--- src/rtl/font_rom_arbiter_pkg.sv ---
// Shared font ROM types and widths.
// Used by the font ROM arbiter and its tag pipeline.
package font_rom_arbiter_pkg;

  localparam int FONT_ADDR_W = 11;
  localparam int FONT_DATA_W = 8;

  localparam logic [3:0] WAIT_SAT = 4'd15;

  // One in-flight ROM read: whether it exists and which port issued it.
  typedef struct packed {
    logic valid;
    logic id;
  } font_tag_t;

endpackage

--- src/rtl/font_rom_arbiter_font_tag_pipe.sv ---
// Delay line of read tags, aligned with the ROM output.
// Reset clears all in-flight tags so discarded reads never return.
module font_tag_pipe
  import font_rom_arbiter_pkg::*;
#(
  parameter int DEPTH = 2
) (
  input  logic      clk,
  input  logic      rst,
  input  font_tag_t i_tag,
  output font_tag_t o_tag
);

  font_tag_t r_pipe [DEPTH];

  always_ff @(posedge clk or posedge rst) begin
    if (rst) begin
      for (int i = 0; i < DEPTH; i++) r_pipe[i] <= '0;
    end else begin
      r_pipe[0] <= i_tag;
      for (int i = 1; i < DEPTH; i++) r_pipe[i] <= r_pipe[i-1];
    end
  end

  assign o_tag = r_pipe[DEPTH-1];

endmodule

--- src/rtl/font_rom_arbiter.sv ---
// Two-port arbiter in front of the synchronous font ROM: port 0 has priority,
// port 1 is forced through after MAX_WAIT denied cycles.
module font_rom_arbiter
  import font_rom_arbiter_pkg::*;
#(
  parameter int ADDR_W   = FONT_ADDR_W,
  parameter int DATA_W   = FONT_DATA_W,
  parameter int ROM_LAT  = 1,
  parameter int MAX_WAIT = 3
) (
  input  logic              clk,
  input  logic              rst,
  input  logic              req0,
  input  logic [ADDR_W-1:0] addr0,
  output logic              gnt0,
  output logic              rvalid0,
  output logic [DATA_W-1:0] rdata0,
  input  logic              req1,
  input  logic [ADDR_W-1:0] addr1,
  output logic              gnt1,
  output logic              rvalid1,
  output logic [DATA_W-1:0] rdata1,
  output logic [ADDR_W-1:0] rom_addr,
  input  logic [DATA_W-1:0] rom_data
);

  logic [3:0] r_wait_cnt;
  logic       w_force1;
  font_tag_t  w_tag_in;
  font_tag_t  w_tag_out;

  assign w_force1 = req1 && (r_wait_cnt >= 4'(MAX_WAIT));

  always_comb begin
    gnt0 = 1'b0;
    gnt1 = 1'b0;
    if (w_force1)  gnt1 = 1'b1;
    else if (req0) gnt0 = 1'b1;
    else if (req1) gnt1 = 1'b1;
  end

  // Counts consecutive cycles port 1 has been kept waiting.
  always_ff @(posedge clk or posedge rst) begin
    if (rst)                     r_wait_cnt <= '0;
    else if (!req1 || gnt1)      r_wait_cnt <= '0;
    else if (r_wait_cnt != WAIT_SAT) r_wait_cnt <= r_wait_cnt + 4'd1;
  end

  always_ff @(posedge clk or posedge rst) begin
    if (rst)       rom_addr <= '0;
    else if (gnt0) rom_addr <= addr0;
    else if (gnt1) rom_addr <= addr1;
  end

  assign w_tag_in = '{valid: gnt0 | gnt1, id: gnt1};

  // One stage per ROM latency edge plus the address register.
  font_tag_pipe #(.DEPTH(ROM_LAT + 1)) u_tag_pipe (
    .clk   (clk),
    .rst   (rst),
    .i_tag (w_tag_in),
    .o_tag (w_tag_out)
  );

  always_ff @(posedge clk or posedge rst) begin
    if (rst) begin
      rvalid0 <= 1'b0;
      rvalid1 <= 1'b0;
      rdata0  <= '0;
      rdata1  <= '0;
    end else begin
      rvalid0 <= w_tag_out.valid && !w_tag_out.id;
      rvalid1 <= w_tag_out.valid &&  w_tag_out.id;
      if (w_tag_out.valid && !w_tag_out.id) rdata0 <= rom_data;
      if (w_tag_out.valid &&  w_tag_out.id) rdata1 <= rom_data;
    end
  end

endmodule

--- config.mk ---
export PLATFORM = sky130hd
export DESIGN_NAME = font_rom_arbiter
export DESIGN_NICKNAME = d
export VERILOG_FILES = /design/src/rtl/font_rom_arbiter_pkg.sv /design/src/rtl/font_rom_arbiter_font_tag_pipe.sv /design/src/rtl/font_rom_arbiter.sv
export SDC_FILE = /design/constraint.sdc
export NUM_CORES = 1
export LEC_CHECK = 0
export CELL_PAD_IN_SITES_DETAIL_PLACEMENT = 1
export CELL_PAD_IN_SITES_GLOBAL_PLACEMENT = 1
export CORE_MARGIN = 3
export CORE_UTILIZATION = 30
export CTS_BUF_LIST = sky130_fd_sc_hd__clkbuf_8
export CTS_CLUSTER_DIAMETER = 200
export DETAILED_ROUTE_END_ITERATION = 7
export GPL_ROUTABILITY_DRIVEN = 0
export PLACE_DENSITY_LB_ADDON = 0.25
export SLEW_MARGIN = 20
export SYNTH_ARGS = -nofsm -noshare
export SYNTH_HDL_FRONTEND = slang
export SYNTH_SLANG_ARGS = --single-unit
--- constraint.sdc ---
create_clock -name clk -period 1.7 [get_ports clk]
set_input_delay 0.17 -clock clk [delete_from_list [all_inputs] [get_ports clk]]
set_output_delay 0.17 -clock clk [all_outputs]
set_load 0.1 [all_outputs]
Word level (Yosys, flattened, before mapping)
Index checks and enable logic that the tools add are counted.
{"block": "totals", "in_bits": 34, "ff_bits": 37, "mem_bits_rw": 0, "rom_bits": 0, "elab_cells": 31, "latch_bits": 0, "out_inout_bits": 31, "memories": 0}
{"block": "op_classes", "shift": 0, "n_lt_le_gt_ge": 1, "bitwise": 1, "add_sub_neg": 1, "n_mul": 0, "muxes": 9, "n_div": 0, "n_eq_ne": 1, "reduce_logical": 8}
{"operator": "two-way mux 11 bit", "n": 2}
{"operator": "two-way mux 4 bit", "n": 2}
{"operator": "two-way mux 1 bit", "n": 5}
{"operator": "adder 4 x 1 -> 4 bit, second input constant", "n": 1}
{"operator": "greater-or-equal comparator 4 x 2 -> 1 bit, second input constant", "n": 1}
{"operator": "inequality test 4 bit, second input constant", "n": 1}
{"operator": "nonzero test 2 bit", "n": 2}
{"operator": "logical AND 1 bit", "n": 3}
{"operator": "logical NOT 1 bit", "n": 2}
{"operator": "logical OR 1 bit", "n": 1}
{"operator": "bitwise OR 1 bit", "n": 1}

Logic depth before layout (Yosys ltp)
{"block": "depth", "depth_word": 5, "ltp_mapped": 6, "ltp_nobuf": 4}

Modules after synthesis
Synthesis repeated with hierarchy kept, for this count alone.
{"block": "hier_totals", "hier_cells": 127, "area_unflattened_um2": 1545.2}
{"mod": "font_rom_arbiter", "cells_each": 120, "seq_area_each_um2": 825.8, "n_inst": 1, "area_each_um2": 1426.4}
{"mod": "font_tag_pipe", "cells_each": 7, "seq_area_each_um2": 100.1, "n_inst": 1, "area_each_um2": 118.9}

Worst setup path after synthesis
Ideal clock, no wire load.
{"block": "synth_timing", "kind": "in2out", "startpoint": "in req0", "endpoint": "out gnt0", "setup_slack_ps": -1074, "required_time_ps": 1530, "n_path_buf": 1, "stages": 3, "arrival_ps": 2604, "path_cell_list": "clkbuf_1 -> inv_1 -> o21ai_0"}
{"block": "synth_between", "elab_chain_len": 2}
{"item": "from (decl)", "line": "font_rom_arbiter.sv:13", "text": "input logic req0,"}
{"item": "two-way mux 1 bit", "line": "font_rom_arbiter.sv:38", "text": "else if (req0) gnt0 = 1'b1;"}
{"item": "two-way mux 1 bit", "line": "font_rom_arbiter.sv:37", "text": "if (w_force1) gnt1 = 1'b1;"}
{"item": "to (decl)", "line": "font_rom_arbiter.sv:15", "text": "output logic gnt0,"}
No other way between the ends.

Worst setup path after layout
{"block": "layout_timing", "startpoint": "reg r_wait_cnt[0]", "endpoint": "out gnt0"}
{"block": "layout_between", "elab_chain_len": 3}
{"item": "from (decl)", "line": "font_rom_arbiter.sv:27", "text": "logic [3:0] r_wait_cnt;"}
{"item": "from (signal assigned)", "line": "font_rom_arbiter.sv:46", "text": "else if (r_wait_cnt != WAIT_SAT) r_wait_cnt <= r_wait_cnt + 4'd1;"}
{"item": "greater-or-equal comparator 4 x 2 -> 1 bit", "line": "font_rom_arbiter.sv:32", "text": "assign w_force1 = req1 && (r_wait_cnt >= 4'(MAX_WAIT));"}
{"item": "logical AND 1 bit", "line": "font_rom_arbiter.sv:32"}
{"item": "two-way mux 1 bit", "line": "font_rom_arbiter.sv:37"}
No other way between the ends.

==> impl_metrics.env <==
export IMPL_drv_cap=0
export IMPL_powerDensity_nw_per_um2=1220
export IMPL_crit_type="flop to primary output"
export IMPL_fillers=533
export IMPL_ys_ff_latch=37
export IMPL_clock_skew_ns=0.00820
export IMPL_slew_violations=0
export IMPL_synth_top_area_share=0.607
export IMPL_initial_core_util=0.317
export IMPL_numCtsBuffers=5
export IMPL_coreArea_um2=4820
export IMPL_critical_path_arrival_ns=1.76
export IMPL_cts_sinks=37
export IMPL_finalSetupViolations=6
export IMPL_drive_gt1_frac=0.358
export IMPL_p_int_uw=1750
export IMPL_period_share=1.13
export IMPL_die_area_um2=5980
export IMPL_switching_share=0.405
export IMPL_drt_pass1_iter_count=2
export IMPL_clk_latency_ns=0.29
export IMPL_finalWorstPathRequiredPeriod_ns=1.93
export IMPL_cp_end_kind="primary output"
export IMPL_htree_levels=2
export IMPL_vias=1248
export IMPL_hold_buffers=0
export IMPL_viasPerCell=4.66
export IMPL_design_area_um2=2410
export IMPL_fmax_ghz=0.519
export IMPL_ys_top_cells_by_area="dfrtp_1 61%, mux2_2 12%, nand2_1 3.9%"
export IMPL_cp_data_required_time_ns=1.53
export IMPL_fin_ws_ns=-0.226
export IMPL_crit_fanout=3
export IMPL_crit_slowest_cell="or4b_4"
export IMPL_die_h_um=77.3
export IMPL_ys_types=22
export IMPL_violations="negative setup slack"
export IMPL_p_leak_uw=0.00109
export IMPL_die_w_um=77.3
export IMPL_drc=0
export IMPL_port_buffers=64
export IMPL_crit_path_start_kind="flop"
export IMPL_grt_max_degree=38
export IMPL_comb_power_share=0.387
export IMPL_yosysTopAreaCell="dfrtp_1"
export IMPL_num_rows=25
export IMPL_first_global_vias=1400
export IMPL_synth_area_um2=1530
export IMPL_placed_area_um2=2240
export IMPL_worst_path_largest_cell_delay_ns=0.49
export IMPL_routed_wirelength_mm=4.13
export IMPL_status="complete, but fails checks"
export IMPL_drtIter0Drc=39
export IMPL_crit_path_cell_trace="ha_4 -> or4b_4 -> buf_6 -> o21ai_4 -> buf_12"
export IMPL_hold_class="input port to asynchronous set/reset pin"
export IMPL_synth_simple_gate_area_frac=0.111
export IMPL_synth_warnings=0
export IMPL_synth_compound_area_frac=0.0926
export IMPL_r2r_start="r_wait_cnt[0]"
export IMPL_grt_ovfl_total=0
export IMPL_grt_pass1_wl_mm=6.80
export IMPL_fin_nets=235
export IMPL_clockPowerShare=0.263
export IMPL_switching_power_uw=1190
export IMPL_io_pins=65
export IMPL_rsz0062_at_grt="yes"
export IMPL_wl_per_cell_um=15.4
export IMPL_peakVddDrop_v=0.000402
export IMPL_hpwl_mm=3.06
export IMPL_antennaDiodeCount=0
export IMPL_netlist_instances=124
export IMPL_cts_root_buf="clkbuf_8"
export IMPL_ys_seq_area_frac=0.607
export IMPL_synth_top_family_by_area="multiplexers"
export IMPL_crit_start="r_wait_cnt[0]"
export IMPL_clockBufferDepth=2
export IMPL_muxShareOfSynthArea=0.144
export IMPL_path_clk_slew_ns=0.08
export IMPL_ant_nets=0
export IMPL_hold_viol_final=0
export IMPL_synth_fa_ha_area_frac=0.00820
export IMPL_cts_tree="built"
export IMPL_p_seq_frac=0.350
export IMPL_syn_avg_cell_area_um2=12.3
export IMPL_grt_use_total=0.145
export IMPL_area_growth_pct=58.0
export IMPL_synthXorXnorAreaFrac=0
export IMPL_total_power_uw=2940
export IMPL_antenna_found_initial=0
power groups by stage:
stage | clock, µW | combinational [µW] | sequential [µW]
global route | 844 | 1170 | 1040
CTS | 800 | 1140 | 1030
global placement | 0 | 1120 | 1040
finish | 772 | 1140 | 1030
floorplan | 0 | 193 | 1680
detailed placement | 0 | 1130 | 1040
cell usage in the layout, fill, tap and decap left out, types with 4 or more instances in the layout:
master,count
inv_1,5
clkbuf_8,6
a221o_1,4
buf_4,39
clkdlybuf4s50_1,33
dfrtp_1,37
mux2i_1,4
nor2_1,5
nand2_1,16
a211oi_1,7
a31oi_1,7
nor2b_1,7
mux2_2,16
registers in the layout (all words and copies together), names as in the netlist:
signal / flops
rom_addr: 11
rdata0: 8
rdata1: 8
r_wait_cnt: 4
u_tag_pipe.o_tag: 2
u_tag_pipe.r_pipe: 2
rvalid0: 1
rvalid1: 1
synthesized netlist by cell type:
cell type,number
dfrtp_1,37
mux2_2,16
nand2_1,16
a211oi_1,7
a31oi_1,7
nor2b_1,7
clkbuf_1,6
nor2_1,5
a221o_1,4
inv_1,4
mux2i_1,4
and2_4,1
and3_1,1
buf_2,1
buf_6,1
conb_1,1
ha_1,1
nand2b_1,1
nor4b_1,1
o21ai_0,1
or2_2,1
or4b_1,1
path summary, 6_finish.rpt:
kind	to	slack [ns]	depth (start not counted)
worst min register to register	u_tag_pipe.o_tag[0]	0.36	0
worst min-delay path	rom_addr[4]	0.32	3
worst max register to register	rom_addr[2]	-0.09	5
max in group asynchronous	rdata1[2]	1.05	3
min in group clk	u_tag_pipe.o_tag[0]	0.36	0
worst max-delay path	gnt0	-0.23	5
cells by family (layout without fill, tap and decap cells):
logic type,Yosys count,after routing
other,1,2
multiplexers,20,20
adder cells (fa/ha/maj),1,1
AO/OA/AOI/OAI,19,19
flip-flops,37,37
AND/OR/NAND/NOR,34,34
buffers and inverters,12,88
worst max-delay path, delay by kind of cell, from the launching register on:
| kind | cells | cell delay, ns |
|---|---|---|
| and+or+nand+nor | 1 | 0.49 |
| buffers and inverters | 2 | 0.33 |
| AOI/OAI and AO/OA | 1 | 0.06 |
| adders and majority gates | 1 | 0.17 |
| DFF | 1 | 0.41 |
what timing repair did:
action | 4_1_cts | 5_1_grt
buffers inserted | 2 | 2
pin swaps | 1 | 1
endpoints found under the setup margin | 2 | 10
gates resized for setup | 4 | 1
per-stage QoR:
| step | hold slack (ns) | utilization | cells | TNS (ns) | worst slack, ns |
|---|---|---|---|---|---|
| after floorplan | 0.315 | - | 125 | -0.717 | -0.175 |
| after global placement | 0.333 | 0.464 | 256 | -0.390 | -0.0603 |
| after detailed placement | 0.337 | 0.464 | 256 | -0.778 | -0.105 |
| after CTS | 0.334 | 0.495 | 266 | -0.834 | -0.250 |
| after global routing | 0.358 | 0.501 | 268 | -0.989 | -0.287 |
| final | 0.323 | 0.501 | 268 | -0.721 | -0.226 |
metal layers:
| metal | wire length (µm) | GRT usage |
|---|---|---|
| met3 | 286 | 0.0534 |
| met4 | 29 | 0.0480 |
| met5 | 0 | 0 |
| met2 | 2240 | 0.263 |
| met1 | 1580 | 0.154 |
final cells by class:
cell class	count	area, µm²	share of cell area
Multi-Input combinational cell	76	584	0.242
Clock buffer	6	82.6	0.0343
Tap cell	67	83.8	0.0348
Timing Repair Buffer	76	686	0.284
Clock inverter	2	33.8	0.0140
Sequential cell	37	926	0.384
Inverter	4	15.0	0.00623
Note: power is estimated with default switching activity, not from simulation.
